===== src/rtl/dtw_pkg.sv =====
// ---------------------------------------------------------------------------
// dtw_pkg
// Shared definitions for the DTW datapath: index width, index/count types,
// the default band radius (shared with the band shift register) and the
// scheduler state encoding.
// ---------------------------------------------------------------------------
package dtw_pkg;

    localparam int IDX_W     = 10;
    localparam int R_DEFAULT = 2;

    // Cell / sequence index (max sequence length 2^IDX_W - 1).
    typedef logic [IDX_W-1:0] idx_t;

    // Sample count: one bit wider than an index so it can hold N itself.
    typedef logic [IDX_W:0] cnt_t;

    typedef enum logic [1:0] {
        IDLE  = 2'd0,
        FILL  = 2'd1,
        ISSUE = 2'd2,
        DONE  = 2'd3
    } dtw_sched_state_t;

endpackage


===== src/rtl/dtw_band_scheduler_if.sv =====
// ---------------------------------------------------------------------------
// dtw_band_scheduler_if
// Control, sample-admission and cell-issue signals of the DTW band scheduler.
//   master : the scheduler (drives smp_ready/shift_en/cell_*/busy/done)
//   slave  : the surrounding datapath / sequencer (drives start, seq_len,
//            smp_valid, cell_ready)
// ---------------------------------------------------------------------------
interface dtw_band_scheduler_if;
    import dtw_pkg::*;

    logic start;
    idx_t seq_len;
    logic smp_valid;
    logic smp_ready;
    logic shift_en;
    logic cell_valid;
    logic cell_ready;
    idx_t cell_i;
    idx_t cell_j;
    logic cell_first;
    logic cell_last;
    logic busy;
    logic done;

    modport master (
        input  start, seq_len, smp_valid, cell_ready,
        output smp_ready, shift_en, cell_valid, cell_i, cell_j,
               cell_first, cell_last, busy, done
    );

    modport slave (
        output start, seq_len, smp_valid, cell_ready,
        input  smp_ready, shift_en, cell_valid, cell_i, cell_j,
               cell_first, cell_last, busy, done
    );

endinterface


===== src/rtl/dtw_band_bounds.sv =====
// ---------------------------------------------------------------------------
// dtw_band_bounds
// Combinational Sakoe-Chiba band limits for one row of the cost matrix.
//   i    : row index
//   n    : sequence length N (>= 1 when the outputs are used)
//   jlo  : max(0, i-R)
//   jhi  : min(N-1, i+R)
//   need : jhi+1, number of samples that must be loaded before row i issues
// ---------------------------------------------------------------------------
module dtw_band_bounds
    import dtw_pkg::*;
#(
    parameter int R = R_DEFAULT
) (
    input  idx_t i,
    input  idx_t n,
    output idx_t jlo,
    output idx_t jhi,
    output cnt_t need
);

    // Two guard bits so i+R can never wrap before the clamp to N-1.
    localparam int W = IDX_W + 2;
    localparam logic [W-1:0] RW = W'(R);

    logic [W-1:0] iw;
    logic [W-1:0] nm1;
    logic [W-1:0] ipr;
    logic [W-1:0] jhi_w;

    assign iw    = W'(i);
    assign nm1   = W'(n) - W'(1);
    assign ipr   = iw + RW;
    assign jhi_w = (ipr < nm1) ? ipr : nm1;

    assign jlo  = (iw >= RW) ? idx_t'(iw - RW) : '0;
    assign jhi  = idx_t'(jhi_w);
    assign need = cnt_t'(jhi_w) + cnt_t'(1);

endmodule


===== src/rtl/dtw_band_scheduler.sv =====
// ---------------------------------------------------------------------------
// dtw_band_scheduler
// Admits sample pairs into the band shift register and issues cost-matrix
// cells (i, j) in row-major order inside the band |i-j| <= R. A row is only
// issued once every sample it touches (columns up to jhi) has been loaded.
//   clk   : rising-edge clock
//   rst_n : asynchronous active-low reset; returns to IDLE, all outputs 0
//   bus   : dtw_band_scheduler_if.master (start/seq_len, sample handshake,
//           cell handshake, busy/done status)
// ---------------------------------------------------------------------------
module dtw_band_scheduler
    import dtw_pkg::*;
#(
    parameter int R = R_DEFAULT
) (
    input logic                    clk,
    input logic                    rst_n,
    dtw_band_scheduler_if.master   bus
);

    dtw_sched_state_t state, state_nxt;
    idx_t n_q, n_nxt;
    idx_t i_q, i_nxt;
    idx_t j_q, j_nxt;
    cnt_t loaded, loaded_nxt;

    logic smp_rdy;
    logic cval;
    logic dn;

    idx_t jlo_cur, jhi_cur, jlo_nx, jhi_nx;
    cnt_t need_cur, need_nx;
    logic unused_jhi_nx;

    // Bounds of the row being issued and of the row that follows it.
    dtw_band_bounds #(.R(R)) u_bounds_cur (
        .i    (i_q),
        .n    (n_q),
        .jlo  (jlo_cur),
        .jhi  (jhi_cur),
        .need (need_cur)
    );

    dtw_band_bounds #(.R(R)) u_bounds_nxt (
        .i    (i_q + idx_t'(1)),
        .n    (n_q),
        .jlo  (jlo_nx),
        .jhi  (jhi_nx),
        .need (need_nx)
    );

    assign unused_jhi_nx = ^jhi_nx;

    always_ff @(posedge clk or negedge rst_n) begin
        if (!rst_n) begin
            state  <= IDLE;
            n_q    <= '0;
            i_q    <= '0;
            j_q    <= '0;
            loaded <= '0;
        end else begin
            state  <= state_nxt;
            n_q    <= n_nxt;
            i_q    <= i_nxt;
            j_q    <= j_nxt;
            loaded <= loaded_nxt;
        end
    end

    always_comb begin
        state_nxt  = state;
        n_nxt      = n_q;
        i_nxt      = i_q;
        j_nxt      = j_q;
        loaded_nxt = loaded;
        smp_rdy    = 1'b0;
        cval       = 1'b0;
        dn         = 1'b0;
        case (state)
            IDLE: begin
                if (bus.start) begin
                    if (bus.seq_len != '0) begin
                        n_nxt      = bus.seq_len;
                        i_nxt      = '0;
                        j_nxt      = '0;
                        loaded_nxt = '0;
                        state_nxt  = FILL;
                    end else begin
                        state_nxt = DONE;
                    end
                end
            end
            FILL: begin
                smp_rdy = 1'b1;
                if (bus.smp_valid) begin
                    loaded_nxt = loaded + cnt_t'(1);
                end
                // Compare the post-handshake count so the last needed sample
                // and the move to ISSUE share one edge.
                if (loaded_nxt >= need_cur) begin
                    state_nxt = ISSUE;
                    j_nxt     = jlo_cur;
                end
            end
            ISSUE: begin
                cval = 1'b1;
                if (bus.cell_ready) begin
                    if (j_q != jhi_cur) begin
                        j_nxt = j_q + idx_t'(1);
                    end else if (i_q != n_q - idx_t'(1)) begin
                        i_nxt = i_q + idx_t'(1);
                        j_nxt = jlo_nx;
                        if (loaded < need_nx) begin
                            state_nxt = FILL;
                        end
                    end else begin
                        state_nxt = DONE;
                    end
                end
            end
            DONE: begin
                dn        = 1'b1;
                state_nxt = IDLE;
            end
            default: state_nxt = IDLE;
        endcase
    end

    assign bus.smp_ready  = smp_rdy;
    assign bus.shift_en   = smp_rdy & bus.smp_valid;
    assign bus.cell_valid = cval;
    assign bus.cell_i     = i_q;
    assign bus.cell_j     = j_q;
    assign bus.cell_first = cval && (i_q == '0) && (j_q == '0);
    assign bus.cell_last  = cval && (i_q == n_q - idx_t'(1)) && (j_q == n_q - idx_t'(1));
    assign bus.busy       = (state == FILL) || (state == ISSUE);
    assign bus.done       = dn;

endmodule


===== src/flat_wrapper.sv =====
// flat-port wrapper written by rule: the top's interface ports become plain ports
module dtw_band_scheduler_flat import dtw_pkg::*;
#(
    parameter int R = R_DEFAULT
)
  (clk, rst_n, bus_start, bus_seq_len, bus_smp_valid, bus_cell_ready, bus_smp_ready, bus_shift_en, bus_cell_valid, bus_cell_i, bus_cell_j, bus_cell_first, bus_cell_last, bus_busy, bus_done);
  dtw_band_scheduler_if bus_i ();
  input logic clk;
  input logic rst_n;
  input wire logic [$bits(bus_i.start)-1:0] bus_start;
  input wire logic [$bits(bus_i.seq_len)-1:0] bus_seq_len;
  input wire logic [$bits(bus_i.smp_valid)-1:0] bus_smp_valid;
  input wire logic [$bits(bus_i.cell_ready)-1:0] bus_cell_ready;
  output wire logic [$bits(bus_i.smp_ready)-1:0] bus_smp_ready;
  output wire logic [$bits(bus_i.shift_en)-1:0] bus_shift_en;
  output wire logic [$bits(bus_i.cell_valid)-1:0] bus_cell_valid;
  output wire logic [$bits(bus_i.cell_i)-1:0] bus_cell_i;
  output wire logic [$bits(bus_i.cell_j)-1:0] bus_cell_j;
  output wire logic [$bits(bus_i.cell_first)-1:0] bus_cell_first;
  output wire logic [$bits(bus_i.cell_last)-1:0] bus_cell_last;
  output wire logic [$bits(bus_i.busy)-1:0] bus_busy;
  output wire logic [$bits(bus_i.done)-1:0] bus_done;
  assign bus_i.start = bus_start;
  assign bus_i.seq_len = bus_seq_len;
  assign bus_i.smp_valid = bus_smp_valid;
  assign bus_i.cell_ready = bus_cell_ready;
  assign bus_smp_ready = bus_i.smp_ready;
  assign bus_shift_en = bus_i.shift_en;
  assign bus_cell_valid = bus_i.cell_valid;
  assign bus_cell_i = bus_i.cell_i;
  assign bus_cell_j = bus_i.cell_j;
  assign bus_cell_first = bus_i.cell_first;
  assign bus_cell_last = bus_i.cell_last;
  assign bus_busy = bus_i.busy;
  assign bus_done = bus_i.done;
  dtw_band_scheduler #(.R(R)) u_core (.clk(clk), .rst_n(rst_n), .bus(bus_i));
endmodule

===== config.mk =====
export PLATFORM = sky130hd
export DESIGN_NAME = dtw_band_scheduler_flat
export DESIGN_NICKNAME = d
export VERILOG_FILES = /design/src/rtl/dtw_pkg.sv /design/src/rtl/dtw_band_scheduler_if.sv /design/src/rtl/dtw_band_bounds.sv /design/src/rtl/dtw_band_scheduler.sv /design/src/flat_wrapper.sv
export SDC_FILE = /design/constraint.sdc
export NUM_CORES = 1
export LEC_CHECK = 0
export CAP_MARGIN = 25
export CORE_MARGIN = 2
export CORE_UTILIZATION = 56
export DETAILED_ROUTE_END_ITERATION = 8
export HOLD_SLACK_MARGIN = 0.05
export PLACE_DENSITY_LB_ADDON = 0.2
export SYNTH_ARGS = -nofsm -noshare
export SYNTH_HDL_FRONTEND = slang
export SYNTH_HIERARCHICAL = 1
export SYNTH_SLANG_ARGS = --single-unit

===== constraint.sdc =====
create_clock -name clk -period 6.45 [get_ports clk]
set_input_delay 1.29 -clock clk [delete_from_list [all_inputs] [get_ports clk]]
set_output_delay 1.29 -clock clk [all_outputs]
set_load 0.1 [all_outputs]

==> results.sh <==
export IMPL_status="complete, no violations"
export IMPL_slew_headroom_pct=32.1
export IMPL_cpMostUsedCell="nand2_1"
export IMPL_die_x_um=113
export IMPL_drt_total_wl_mm=20.8
export IMPL_fmax_mhz=164
export IMPL_n_antenna_cell=0
export IMPL_drtIter0Drc=543
export IMPL_wl_per_cell_um=19.5
export IMPL_antenna_found_initial=0
export IMPL_vias=6628
export IMPL_hp_class="reg -> reg"
export IMPL_p_per_area_mw_per_mm2=336
export IMPL_placed_area_sq_mm=0.00726
export IMPL_mostFrequentLayoutCells="nand2_1 (99), nor2_1 (72), xnor2_1 (67)"
export IMPL_worstPathMaxFanout=6
export IMPL_hold_viol=0
export IMPL_worst_pin_slew_ps=1010
export IMPL_route_detailed_drc=0
export IMPL_place_gp_congestion=0.970
export IMPL_cp_required_ps=6630
export IMPL_final_period_utilization_pct=94.5
export IMPL_critPathSlowestCell="or4_1"
export IMPL_syn_area_per_cell_sq_um=7.59
export IMPL_grt_use_total_pct=32.8
export IMPL_setup_worst_path_end_class="flip-flop"
export IMPL_portBuffers=41
export IMPL_drive_gt1_share_pct=12.6
export IMPL_dp_cells=1050
export IMPL_nets=995
export IMPL_viasPerCell=6.21
export IMPL_io_pins=42
export IMPL_area_delta_synth_final_pct=13.9
export IMPL_period_minus_slack_ps=6090
export IMPL_start_kind="flip-flop"
export IMPL_globalRouteOverflowTotal=0
export IMPL_die_h_um=113
export IMPL_cts_hold_buf=0
export IMPL_final_common_cell="nand2_1"
export IMPL_fin_worst_skew_ps=3.29
export IMPL_antenna_left=0
export IMPL_cts_root_buf="clkbuf_16"
export IMPL_postSynthCellCount=874
export IMPL_clock_sinks=43
export IMPL_grt_max_degree=44
export IMPL_fill_cells=976
export IMPL_max_stage_delay_ps=440
export IMPL_drv_slew=0
export IMPL_maxCapViolCount=0
export IMPL_final_cells=1067
export IMPL_syn_num_nets=946
export IMPL_core_area_sq_mm=0.0115
export IMPL_dp_hpwl_mm=16.1
export IMPL_cts_tree="built"
export IMPL_clkLatencyLatePin_ps=300
export IMPL_ys_warnings_count=6
export IMPL_ctsHtreeMaxLevel=2
export IMPL_crit_arrival_ps=6270
export IMPL_clk_pin_slew_ps=60
export IMPL_p_leak_uw=0.00328
export IMPL_ir_drop_mv=0.420
export IMPL_syn_area_sq_mm=0.00663
export IMPL_grt_pass1_vias=6316
export IMPL_num_rows=39
export IMPL_path_delay_family="simple AND/OR/NAND/NOR gates"
export IMPL_critical_path_class="reg -> reg"
export IMPL_fin_area_sq_mm=0.00756
export IMPL_finalSetupViolCount=0
export IMPL_dr_pass1_iters=5
export IMPL_cts_buffers_inserted=5
export IMPL_critPathBufInv=2
export IMPL_die_area_sq_mm=0.0127
export IMPL_clock_path_buffers=2
export IMPL_grt_pass1_wl_mm=33.3
export IMPL_initial_core_util_pct=57.9
-- worst min-delay path: cells and delay by family (launching register included) --
| family | cells | cell delay [ps] |
|---|---|---|
| AO/OA/AOI/OAI | 1 | 70 |
| flip-flops | 1 | 390 |
| AND/OR/NAND/NOR | 1 | 60 |
-- layer usage --
layer | GRT usage [%] | up-vias | share of wire [%]
met5 | 0 | - | 0
met4 | 12.8 | 0 | 3.9
met1 | 43.7 | 3106 | 44
li1 | - | 3157 | -
met2 | 52.8 | 304 | 45
met3 | 6.32 | 61 | 7.6
-- path summary, 6_finish.rpt --
kind / startpoint / end / slack [ps] / cells past startpoint
min in group asynchronous: rst_n / u_core/bus.cell_j[8] / 920 / 1
hold reg to reg: u_core/loaded[10] / u_core/loaded[10] / 550 / 2
setup reg to reg: u_core/bus.cell_i[1] / u_core/state[1] / 360 / 31
hold / removal: u_core/loaded[10] / u_core/loaded[10] / 550 / 2
max in group asynchronous: rst_n / u_core/loaded[10] / 5020 / 2
setup / recovery: u_core/bus.cell_i[1] / u_core/state[1] / 360 / 31
-- timing repair --
item | 4_1_cts | 5_1_grt
setup buffers | 0 | 8
resized for setup | 0 | 15
endpoints found under the setup margin | 0 | 12
hold endpoints to repair | 0 | 0
-- final cells by class --
cell class | instances | area, sq um | share of cell area, %
multi-input combinational | 728 | 5170 | 68.4
sequential | 43 | 1080 | 14.3
timing repair buffer | 84 | 741 | 9.80
inverter | 61 | 229 | 3.03
tap | 143 | 179 | 2.37
clock buffer | 8 | 156 | 2.07
-- metrics by stage --
stage / utilization (%) / setup TNS (ps) / setup slack (ps) / hold slack (ps) / total power, uW
6_report: 65.9 / 0 / 355 / 548 / 2540
5_1_grt: 65.9 / -35.9 / -22.1 / 591 / 2710
4_1_cts: 64.7 / 0 / 65.1 / 545 / 2470
3_5_place_dp: 63.3 / 0 / 103 / 530 / 2190
3_3_place_gp: 63.3 / 0 / 317 / 522 / 2160
2_1_floorplan: - / 0 / 26.6 / 498 / 1740
-- report_power, final --
part	switching (uW)	total, uW	internal, uW
clock network	109	274	165
logic	1140	1810	666
registers	138	456	319
-- registers in the layout, summed over array words and instances, names as in the netlist --
signal,flops
u_core/bus.cell_j,10
u_core/state,2
u_core/loaded,11
u_core/bus.cell_i,10
u_core/n_q,10
Power figures use the tool's default switching activity.
